### src/rtl/mvau_inp_buf_ctrl.sv
// ============================================================================
// Module   : mvau_inp_buf_ctrl
// Brief    : MVAU input activation buffer sequencer. Writes and bypasses one
//            input vector on the first neuron fold, then replays it from the
//            buffer for the remaining folds.
//            Optional: define MVAU_INP_CTRL_VEC_CNT_EN to add o_vec_cnt.
// Revision : 1.0 - initial release
// ============================================================================
`default_nettype none

module mvau_inp_buf_ctrl #(
  parameter int MATRIX_W = 20,
  parameter int MATRIX_H = 20,
  parameter int SIMD     = 2,
  parameter int PE       = 2,
  parameter int BUF_LEN  = MATRIX_W / SIMD,
  parameter int BUF_ADDR = (BUF_LEN > 1) ? $clog2(BUF_LEN) : 1
) (
  input  logic                clk,
  input  logic                rst_n,
  input  logic                i_in_v,
  output logic                o_in_rdy,
  input  logic                i_out_rdy,
  output logic                o_out_v,
  output logic                o_buf_wr_en,
  output logic                o_buf_rd_en,
  output logic [BUF_ADDR-1:0] o_buf_addr,
  output logic                o_sf_last,
  output logic                o_nf_last
`ifdef MVAU_INP_CTRL_VEC_CNT_EN
  ,
  output logic [31:0]         o_vec_cnt
`endif
);

  localparam int c_SF   = BUF_LEN;
  localparam int c_NF   = MATRIX_H / PE;
  localparam int c_NF_W = (c_NF > 1) ? $clog2(c_NF) : 1;

  localparam logic [BUF_ADDR-1:0] c_SF_MAX = BUF_ADDR'(c_SF - 1);
  localparam logic [c_NF_W-1:0]   c_NF_MAX = c_NF_W'(c_NF - 1);

  typedef enum logic [0:0] {
    S_WRITE = 1'b0,
    S_READ  = 1'b1
  } state_t;

  state_t              r_state;
  state_t              w_state_nxt;
  logic [BUF_ADDR-1:0] r_sf_cnt;
  logic [BUF_ADDR-1:0] w_sf_nxt;
  logic [c_NF_W-1:0]   r_nf_cnt;
  logic [c_NF_W-1:0]   w_nf_nxt;

  logic w_in_rdy;
  logic w_out_v;
  logic w_wr_en;
  logic w_rd_en;
  logic w_sf_last;
  logic w_nf_last;
  logic w_xfer;

  always_ff @(posedge clk or negedge rst_n) begin
    if (!rst_n) begin
      r_state  <= S_WRITE;
      r_sf_cnt <= '0;
      r_nf_cnt <= '0;
    end else begin
      r_state  <= w_state_nxt;
      r_sf_cnt <= w_sf_nxt;
      r_nf_cnt <= w_nf_nxt;
    end
  end

  always_comb begin
    w_in_rdy    = 1'b0;
    w_out_v     = 1'b0;
    w_wr_en     = 1'b0;
    w_rd_en     = 1'b0;
    w_state_nxt = r_state;
    w_sf_nxt    = r_sf_cnt;
    w_nf_nxt    = r_nf_cnt;
    w_sf_last   = (r_sf_cnt == c_SF_MAX);
    w_nf_last   = (r_nf_cnt == c_NF_MAX);

    case (r_state)
      S_WRITE: begin
        // Bypass: the datapath sees the stream word while the buffer captures it
        w_in_rdy = i_out_rdy;
        w_out_v  = i_in_v;
        w_wr_en  = i_in_v & i_out_rdy;
      end
      S_READ: begin
        w_out_v = 1'b1;
        w_rd_en = 1'b1;
      end
      default: begin
        w_state_nxt = S_WRITE;
      end
    endcase

    w_xfer = w_out_v & i_out_rdy;

    if (w_xfer) begin
      if (w_sf_last) begin
        w_sf_nxt = '0;
        if (w_nf_last) begin
          w_nf_nxt    = '0;
          w_state_nxt = S_WRITE;
        end else begin
          w_nf_nxt    = r_nf_cnt + c_NF_W'(1);
          w_state_nxt = S_READ;
        end
      end else begin
        w_sf_nxt = r_sf_cnt + BUF_ADDR'(1);
      end
    end
  end

  assign o_in_rdy    = w_in_rdy;
  assign o_out_v     = w_out_v;
  assign o_buf_wr_en = w_wr_en;
  assign o_buf_rd_en = w_rd_en;
  assign o_buf_addr  = r_sf_cnt;
  assign o_sf_last   = w_sf_last;
  assign o_nf_last   = w_nf_last;

`ifdef MVAU_INP_CTRL_VEC_CNT_EN
  logic [31:0] r_vec_cnt;

  always_ff @(posedge clk or negedge rst_n) begin
    if (!rst_n) begin
      r_vec_cnt <= '0;
    end else if (w_xfer && w_sf_last && w_nf_last) begin
      r_vec_cnt <= r_vec_cnt + 32'd1;
    end
  end

  assign o_vec_cnt = r_vec_cnt;
`endif

endmodule

`default_nettype wire

### config.mk
export PLATFORM = sky130hd
export DESIGN_NAME = mvau_inp_buf_ctrl
export DESIGN_NICKNAME = d
export VERILOG_FILES = /design/src/rtl/mvau_inp_buf_ctrl.sv
export SDC_FILE = /design/constraint.sdc
export NUM_CORES = 1
export LEC_CHECK = 0
export BUFFER_PORTS_ARGS = -buffer_cell sky130_fd_sc_hd__buf_2
export CELL_PAD_IN_SITES_DETAIL_PLACEMENT = 0
export CELL_PAD_IN_SITES_GLOBAL_PLACEMENT = 1
export CORE_AREA = 2 2 39 41
export CTS_CLUSTER_DIAMETER = 120
export DETAILED_ROUTE_END_ITERATION = 8
export DIE_AREA = 0 0 41 43
export PLACE_DENSITY_LB_ADDON = 0.1
export SYNTH_ARGS = -nofsm -noshare
export SYNTH_HDL_FRONTEND = slang
export SYNTH_SLANG_ARGS = --single-unit
export TNS_END_PERCENT = 100
### constraint.sdc
create_clock -name clk -period 2.8 [get_ports clk]
set_input_delay 0.14 -clock clk [delete_from_list [all_inputs] [get_ports clk]]
set_output_delay 0.14 -clock clk [all_outputs]
set_load 0.01 [all_outputs]
Word level (Yosys, flattened, before mapping)
Cells that the tools add are included.
Widths: inputs -> output; s select.
- register bits after elaboration: 9
- logic and storage cells: 18
- bits of input ports: 4
- bitwise operators: 3
- $add $sub $neg: 2
- equality and inequality tests: 2
- reductions and logical operators: 1
- multiplexer cells: 7
- operators with widths (operator ; number):
    $add 4x1->4 const B ; 2
    $eq 4x4->1 const B ; 2
    $mux 4 ; 2
    $mux 1 ; 4
    $and 1x1->1 ; 2
    $pmux 1 s2 ; 1
    $reduce_and 2->1 ; 1
    $not 1->1 ; 1

Longest topological paths before layout
Gate-level depths: netlist of run 1.
- word-level depth: 4
- depth in mapped cells: 4
- depth with buffers taken out: 3

Worst setup path before layout of run 1
No wires, ideal clock.
- path type: register to register
- start: reg r_sf_cnt[1] (netlist: o_buf_addr[1])
- end: reg r_nf_cnt[1]
- stages on the path, launching flop included: 4
- clock period less this slack: 1301 ps
- setup time: 125 ps
- required time: 2675 ps
- arrival: 1176 ps
- path slack: 1499 ps
- path through: dfrtp_1 nor3b_4 nand3_2 mux2_4
- word-level cells in the longest chain between the ends: 2
- RTL lines (element ; line ; text):
    start: declaration ; 50 ; logic [BUF_ADDR-1:0] r_sf_cnt;
    start signal: assignment ; 70 ; r_sf_cnt <= w_sf_nxt;
    $eq 4x4->1 ; 83 ; w_sf_last = (r_sf_cnt == c_SF_MAX);
    $reduce_and 2->1 (no source line) ; - ;
    end signal: assignment ; 71 ; r_nf_cnt <= w_nf_nxt;
    end: declaration ; 52 ; logic [c_NF_W-1:0] r_nf_cnt;
No other way between the ends.
A chain may end at the register's enable or synchronous reset.

Worst setup path after layout of run 1
- start: reg r_sf_cnt[2] (netlist: o_buf_addr[2])
- end: out o_sf_last
- word-level cells in the longest chain between the ends: 1
- RTL lines (element ; line ; text):
    $eq 4x4->1 ; 83 ;
    end: declaration ; 28 ; output logic o_sf_last,
No other way between the ends.

==> impl_metrics.csv, run 1 <==
group,metric,value,unit
status,status,"completed",
layout,post-route-cell-area,603,um2
detailed_routing,wl_per_cell,11.8,um
synthesis,syn_inst,45,
synthesis,syn-cell-area,489,um2
detailed_routing,wl,920,um
layout,mostFrequentLayoutCell,"buf_2",
detailed_routing,ant_nets,0,
layout,nets,67,
detailed_routing,viasPerCell,4.97,
worst_hold_path,worstHoldPathCells,3,
critical_path,arrival,1390,ps
power,power_density,1040,nW/um2
sta,finClkSkew,3.52,ps
global_routing,antenna_found_initial,0,
floorplanning,design.core.area,1380,um2
floorplanning,initial_core_util,35.4,%
detailed_routing,drc,0,
clock_tree,insertion_delay,250,ps
power,peakVddDrop,0.457,mV
sta,fmax,0.652,GHz
global_routing,grt_pass1_wl,1460,um
sta,worst_pin_slew,360,ps
synthesis,synth_edf_count,0,
critical_path,required,2660,ps
critical_path,crit_fanout,8,
clock_tree,postCtsHoldBufs,1,
floorplanning,core.rowCount,14,
layout,fin_util,43.6,%
layout,final_cell_mix,"buf_2, dfrtp_1, xnor2_1",
synthesis,synth-seq-cells,9,
synthesis,yosysWarnings,0,
detailed_routing,drt_pass1_iterations,4,
placed_design,hpwl,678,um
global_routing,grt.overflow.total,0,
clock_tree,cts_root_buf,"clkbuf_4",
floorplanning,die_h,43,um
placed_design,routabilityCongestion,0.614,
sta,period_share,54.8,%
clock_tree,htreeDepth,1,
floorplanning,pin_count,14,
sta,rsz0062_at_grt,"no",
clock_tree,cts_max_path_buffers,2,
synthesis,ys.flop_type,"dfrtp_1",
sta,maxSlewViolCount,0,
detailed_routing,vias,388,
layout,area_growth,23.3,%
power,power_leakage,0.293,nW
floorplanning,die_area,1760,um2
critical_path,crit_type,"flop to output pin",
clock_tree,cts_tree,"done",
critical_path,startpoint_type,"flop",
detailed_routing,drt_iter0_markers,1,
synthesis,synth.distinct_cells,27,
clock_tree,cts_resized,0,
synthesis,synthArstFlopShare,100,%
placed_design,numPortBuffers,13,
sta,finalCriticalPeriod,1530,ps
worst_hold_path,hp-class,"input pin to flop",
global_routing,track_usage,12.6,%
synthesis,syn_nets,49,
layout,diodes,0,
critical_path,reg2reg_depth,3,
layout,drive_gt1_share,37.1,%
clock_tree,clk_pin_slew,60,ps
sta,finalSetupViolCount,0,
clock_tree,numCtsBuffers,3,
clock_tree,cts_setup_buffers,0,
power,finalPower,629,uW
synthesis,avgSynthCellArea,10.9,um2
synthesis,synth-seq-area-share,46.0,%
global_routing,grt_max_degree,13,
global_routing,grt_pass1_vias,350,
critical_path,critPathCaptureType,"output pin",
job,maxCapViolations,0,
floorplanning,die_width,41,um
sta,final.setup.tns,0,ps
sta,hold_viol,0,
sta,max-slew-margin-rel,75.9,%
placed_design,dpl_cell_area,567,um2
clock_tree,clock_sinks,9,
## state kept, by name, summed over array words and instances (netlist names)
register	flops
r_nf_cnt	4
o_buf_addr	4
r_state	1
## final timing paths
kind                                    start            end  slack, ps
worst max register to register        r_state    r_nf_cnt[3]       1390
worst min-delay path                i_out_rdy  o_buf_addr[0]        160
worst max-delay path            o_buf_addr[2]      o_sf_last       1270
max in group asynchronous               rst_n        r_state       2350
worst min register to register  o_buf_addr[0]  o_buf_addr[0]        510
min in group asynchronous               rst_n    r_nf_cnt[3]        260
## metal layers
metal  up-vias  GRT usage, %  wire length (um)  share of wire (%)
li1        192             -                 -                  -
met1       180          16.9               444                 48
met2        14          16.9               394                 43
met3         2          3.66                77                8.4
met4         0          8.00                 4               0.43
met5         -             0                 0                  0
## cells in the mapped netlist, drive strengths merged, types with 2 or more instances
cell	count	area [um2]
inv	3	11.3
nand2	3	11.3
xnor2	4	35.0
nand3	2	15.0
dfrtp	9	225
nor2b	3	18.8
o21ai	2	10.0
and2	2	13.8
## power breakdown
group          switching (mW)  internal, mW  total (mW)
clock                  0.0456        0.0549       0.100
combinational           0.120         0.138       0.258
sequential             0.0809         0.190       0.271
total                   0.247         0.382       0.629
## logic make-up after synthesis
family / share of synthesized area, %
AOI/OAI and AO/OA: 15.3
DFF: 46.0
and+or+nand+nor: 24.6
xor gates and xnor gates: 7.16
muxes: 3.07
buffers and inverters: 3.84
## layout make-up
cell class | count | area, um2
Clock buffer | 4 | 26.3
Tap cell | 16 | 20.0
Fill cell | 143 | 781
Sequential cell | 9 | 225
Timing Repair Buffer | 14 | 75.1
Inverter | 3 | 11.3
Multi-Input combinational cell | 32 | 245
## through the flow
step	hold WS (ps)	std cells	setup WS [ps]
2_1_floorplan	-156	45	1500
5_1_grt	197	78	1170
4_1_cts	163	78	1240
3_5_place_dp	8.74	73	1400
3_3_place_gp	7.30	73	1390
6_report	162	78	1270
## critical path, cell delays in order (launching register included)
cell	delay (ps)
dfrtp_1	450
nor3b_4	370
and2_2	200
buf_2	120
Power figures use the tool's default switching activity.
==> run 2: changes to the inputs <==
--- a/config.mk
+++ b/config.mk
@@ -8,10 +8,10 @@
 export BUFFER_PORTS_ARGS = -buffer_cell sky130_fd_sc_hd__buf_2
 export CELL_PAD_IN_SITES_DETAIL_PLACEMENT = 0
 export CELL_PAD_IN_SITES_GLOBAL_PLACEMENT = 1
-export CORE_AREA = 2 2 39 41
+export CORE_MARGIN = 2
+export CORE_UTILIZATION = 36
 export CTS_CLUSTER_DIAMETER = 120
 export DETAILED_ROUTE_END_ITERATION = 8
-export DIE_AREA = 0 0 41 43
 export PLACE_DENSITY_LB_ADDON = 0.1
 export SYNTH_ARGS = -nofsm -noshare
 export SYNTH_HDL_FRONTEND = slang
==> constraint.sdc (replaced) <==
create_clock -name clk -period 1.55 [get_ports clk]
set_input_delay 0.0775 -clock clk [delete_from_list [all_inputs] [get_ports clk]]
set_output_delay 0.0775 -clock clk [all_outputs]
set_load 0.01 [all_outputs]
==> impl_metrics.csv, run 2 (same netlist as run 1, synthesis figures left out) <==
group,metric,value,unit
sta,fmax,0.698,GHz
detailed_routing,wl,944,um
placed_design,routabilityCongestion,0.678,
layout,area_growth,27.6,%
job,maxCapViolations,0,
clock_tree,clk_pin_slew,60,ps
layout,mostFrequentLayoutCell,"buf_2",
sta,rsz0062_at_grt,"no",
status,status,"completed",
critical_path,crit_fanout,6,
critical_path,worstPathBufferInverterCount,2,
global_routing,grt.overflow.total,0,
sta,final.setup.tns,0,ps
sta,finalSetupViolCount,0,
layout,diodes,0,
placed_design,place_inst,74,
sta,max-slew-margin-rel,84.8,%
critical_path,worstSetupPathDepth,4,
critical_path,reg2reg_depth,4,
clock_tree,numCtsBuffers,3,
sta,finClkSkew,0.650,ps
global_routing,track_usage,14.5,%
floorplanning,die_width,40.9,um
sta,fin_hold_ws,109,ps
sta,finalCriticalPeriod,1430,ps
detailed_routing,drc,0,
worst_hold_path,hp-class,"input pin to flop",
floorplanning,design.core.area,1280,um2
clock_tree,cts_resized,0,
sta,hold_viol,0,
clock_tree,insertion_delay,250,ps
global_routing,antenna_found_initial,0,
global_routing,grt_pass1_wl,1520,um
critical_path,slowest_delay,450,ps
detailed_routing,drt_iter0_markers,7,
placed_design,hpwl,756,um
floorplanning,pin_count,14,
global_routing,grt_pass1_vias,376,
clock_tree,cts_max_path_buffers,2,
critical_path,startpoint_type,"flop",
floorplanning,initial_core_util,38.1,%
global_routing,grt_max_degree,10,
layout,register_area,225,um2
layout,layout.cells.non_filler,80,
sta,worst_pin_slew,227,ps
layout,fin_util,48.6,%
worst_hold_path,worstHoldPathCells,3,
detailed_routing,ant_nets,0,
placed_design,dpl_cell_area,581,um2
detailed_routing,wl_per_cell,11.8,um
layout,fill_cells,126,
critical_path,arrival,1360,ps
clock_tree,cts_root_buf,"clkbuf_4",
floorplanning,die_h,40.9,um
layout,post-route-cell-area,624,um2
layout,drive_gt1_share,40.0,%
clock_tree,clock_sinks,9,
detailed_routing,drt_pass1_iterations,4,
detailed_routing,vias,412,
layout,final_cell_mix,"buf_2, dfrtp_1, xnor2_1",
power,power_leakage,0.308,nW
layout,nets,70,
sta,maxSlewViolCount,0,
clock_tree,cts_tree,"done",
layout,multi_input_area,245,um2
sta,period_share,92.4,%
critical_path,critPathCaptureType,"output pin",
critical_path,required,1470,ps
critical_path,slowest_stage,"dfrtp_1",
critical_path,cp_cell_sequence,"nor3b_4 -> buf_4 -> and2_2 -> buf_2",
power,peakVddDrop,0.776,mV
clock_tree,htreeDepth,1,
critical_path,crit_type,"flop to output pin",
placed_design,numPortBuffers,13,
floorplanning,core.rowCount,13,
detailed_routing,viasPerCell,5.15,
critical_path,path_delay_family,"flip-flops",
floorplanning,die_area,1670,um2
power,power_density,1890,nW/um2
## run 2: timing repair
action / 4_1_cts / 5_1_grt
buffers inserted: 0 / 1
endpoints found under the setup margin: 0 / 1
hold endpoints to repair: 9 / 0
hold buffers: 1 / 0
## run 2: cell type report
cell class | instances | share of cell area (%)
Multi-Input combinational cell | 32 | 39.3
Sequential cell | 9 | 36.1
Timing Repair Buffer | 17 | 15.6
Clock buffer | 4 | 4.21
Tap cell | 15 | 3.01
Inverter | 3 | 1.80
## run 2: through the flow
stage	power [mW]	setup slack [ps]
after floorplan	0.817	249
after global placement	0.971	260
after detailed placement	1.00	238
after CTS	1.18	39.1
after global routing	1.29	12.6
final	1.18	117
## run 2: power breakdown
part | internal, mW | switching (mW) | total [mW] | leakage [nW]
clock | 0.0986 | 0.0730 | 0.172 | 0.0150
sequential | 0.343 | 0.142 | 0.485 | 0.109
combinational | 0.286 | 0.239 | 0.525 | 0.184
## run 2: final timing paths
| kind | to | slack (ps) | startpoint |
|---|---|---|---|
| worst max-delay path | o_sf_last | 120 | o_buf_addr[2] |
| worst min-delay path | o_buf_addr[0] | 110 | i_out_rdy |
| worst max register to register | r_nf_cnt[1] | 200 | o_buf_addr[2] |
| worst min register to register | r_nf_cnt[2] | 520 | r_nf_cnt[2] |
| max in group asynchronous | r_nf_cnt[1] | 1170 | rst_n |
| min in group asynchronous | r_state | 200 | rst_n |
## run 2: metal layers
metal | track usage, % | vias to the layer above | share of wire [%]
met4 | 2.50 | 0 | 0
met1 | 15.7 | 195 | 44
met3 | 9.78 | 0 | 9.4
li1 | - | 203 | -
met5 | 0 | - | 0
met2 | 23.4 | 14 | 47
## run 2: worst min-delay path: cells and delay by family
kind | cells | cell delay, ps
buf+inv | 1 | 110
xor+xnor | 1 | 70
simple gates | 1 | 70
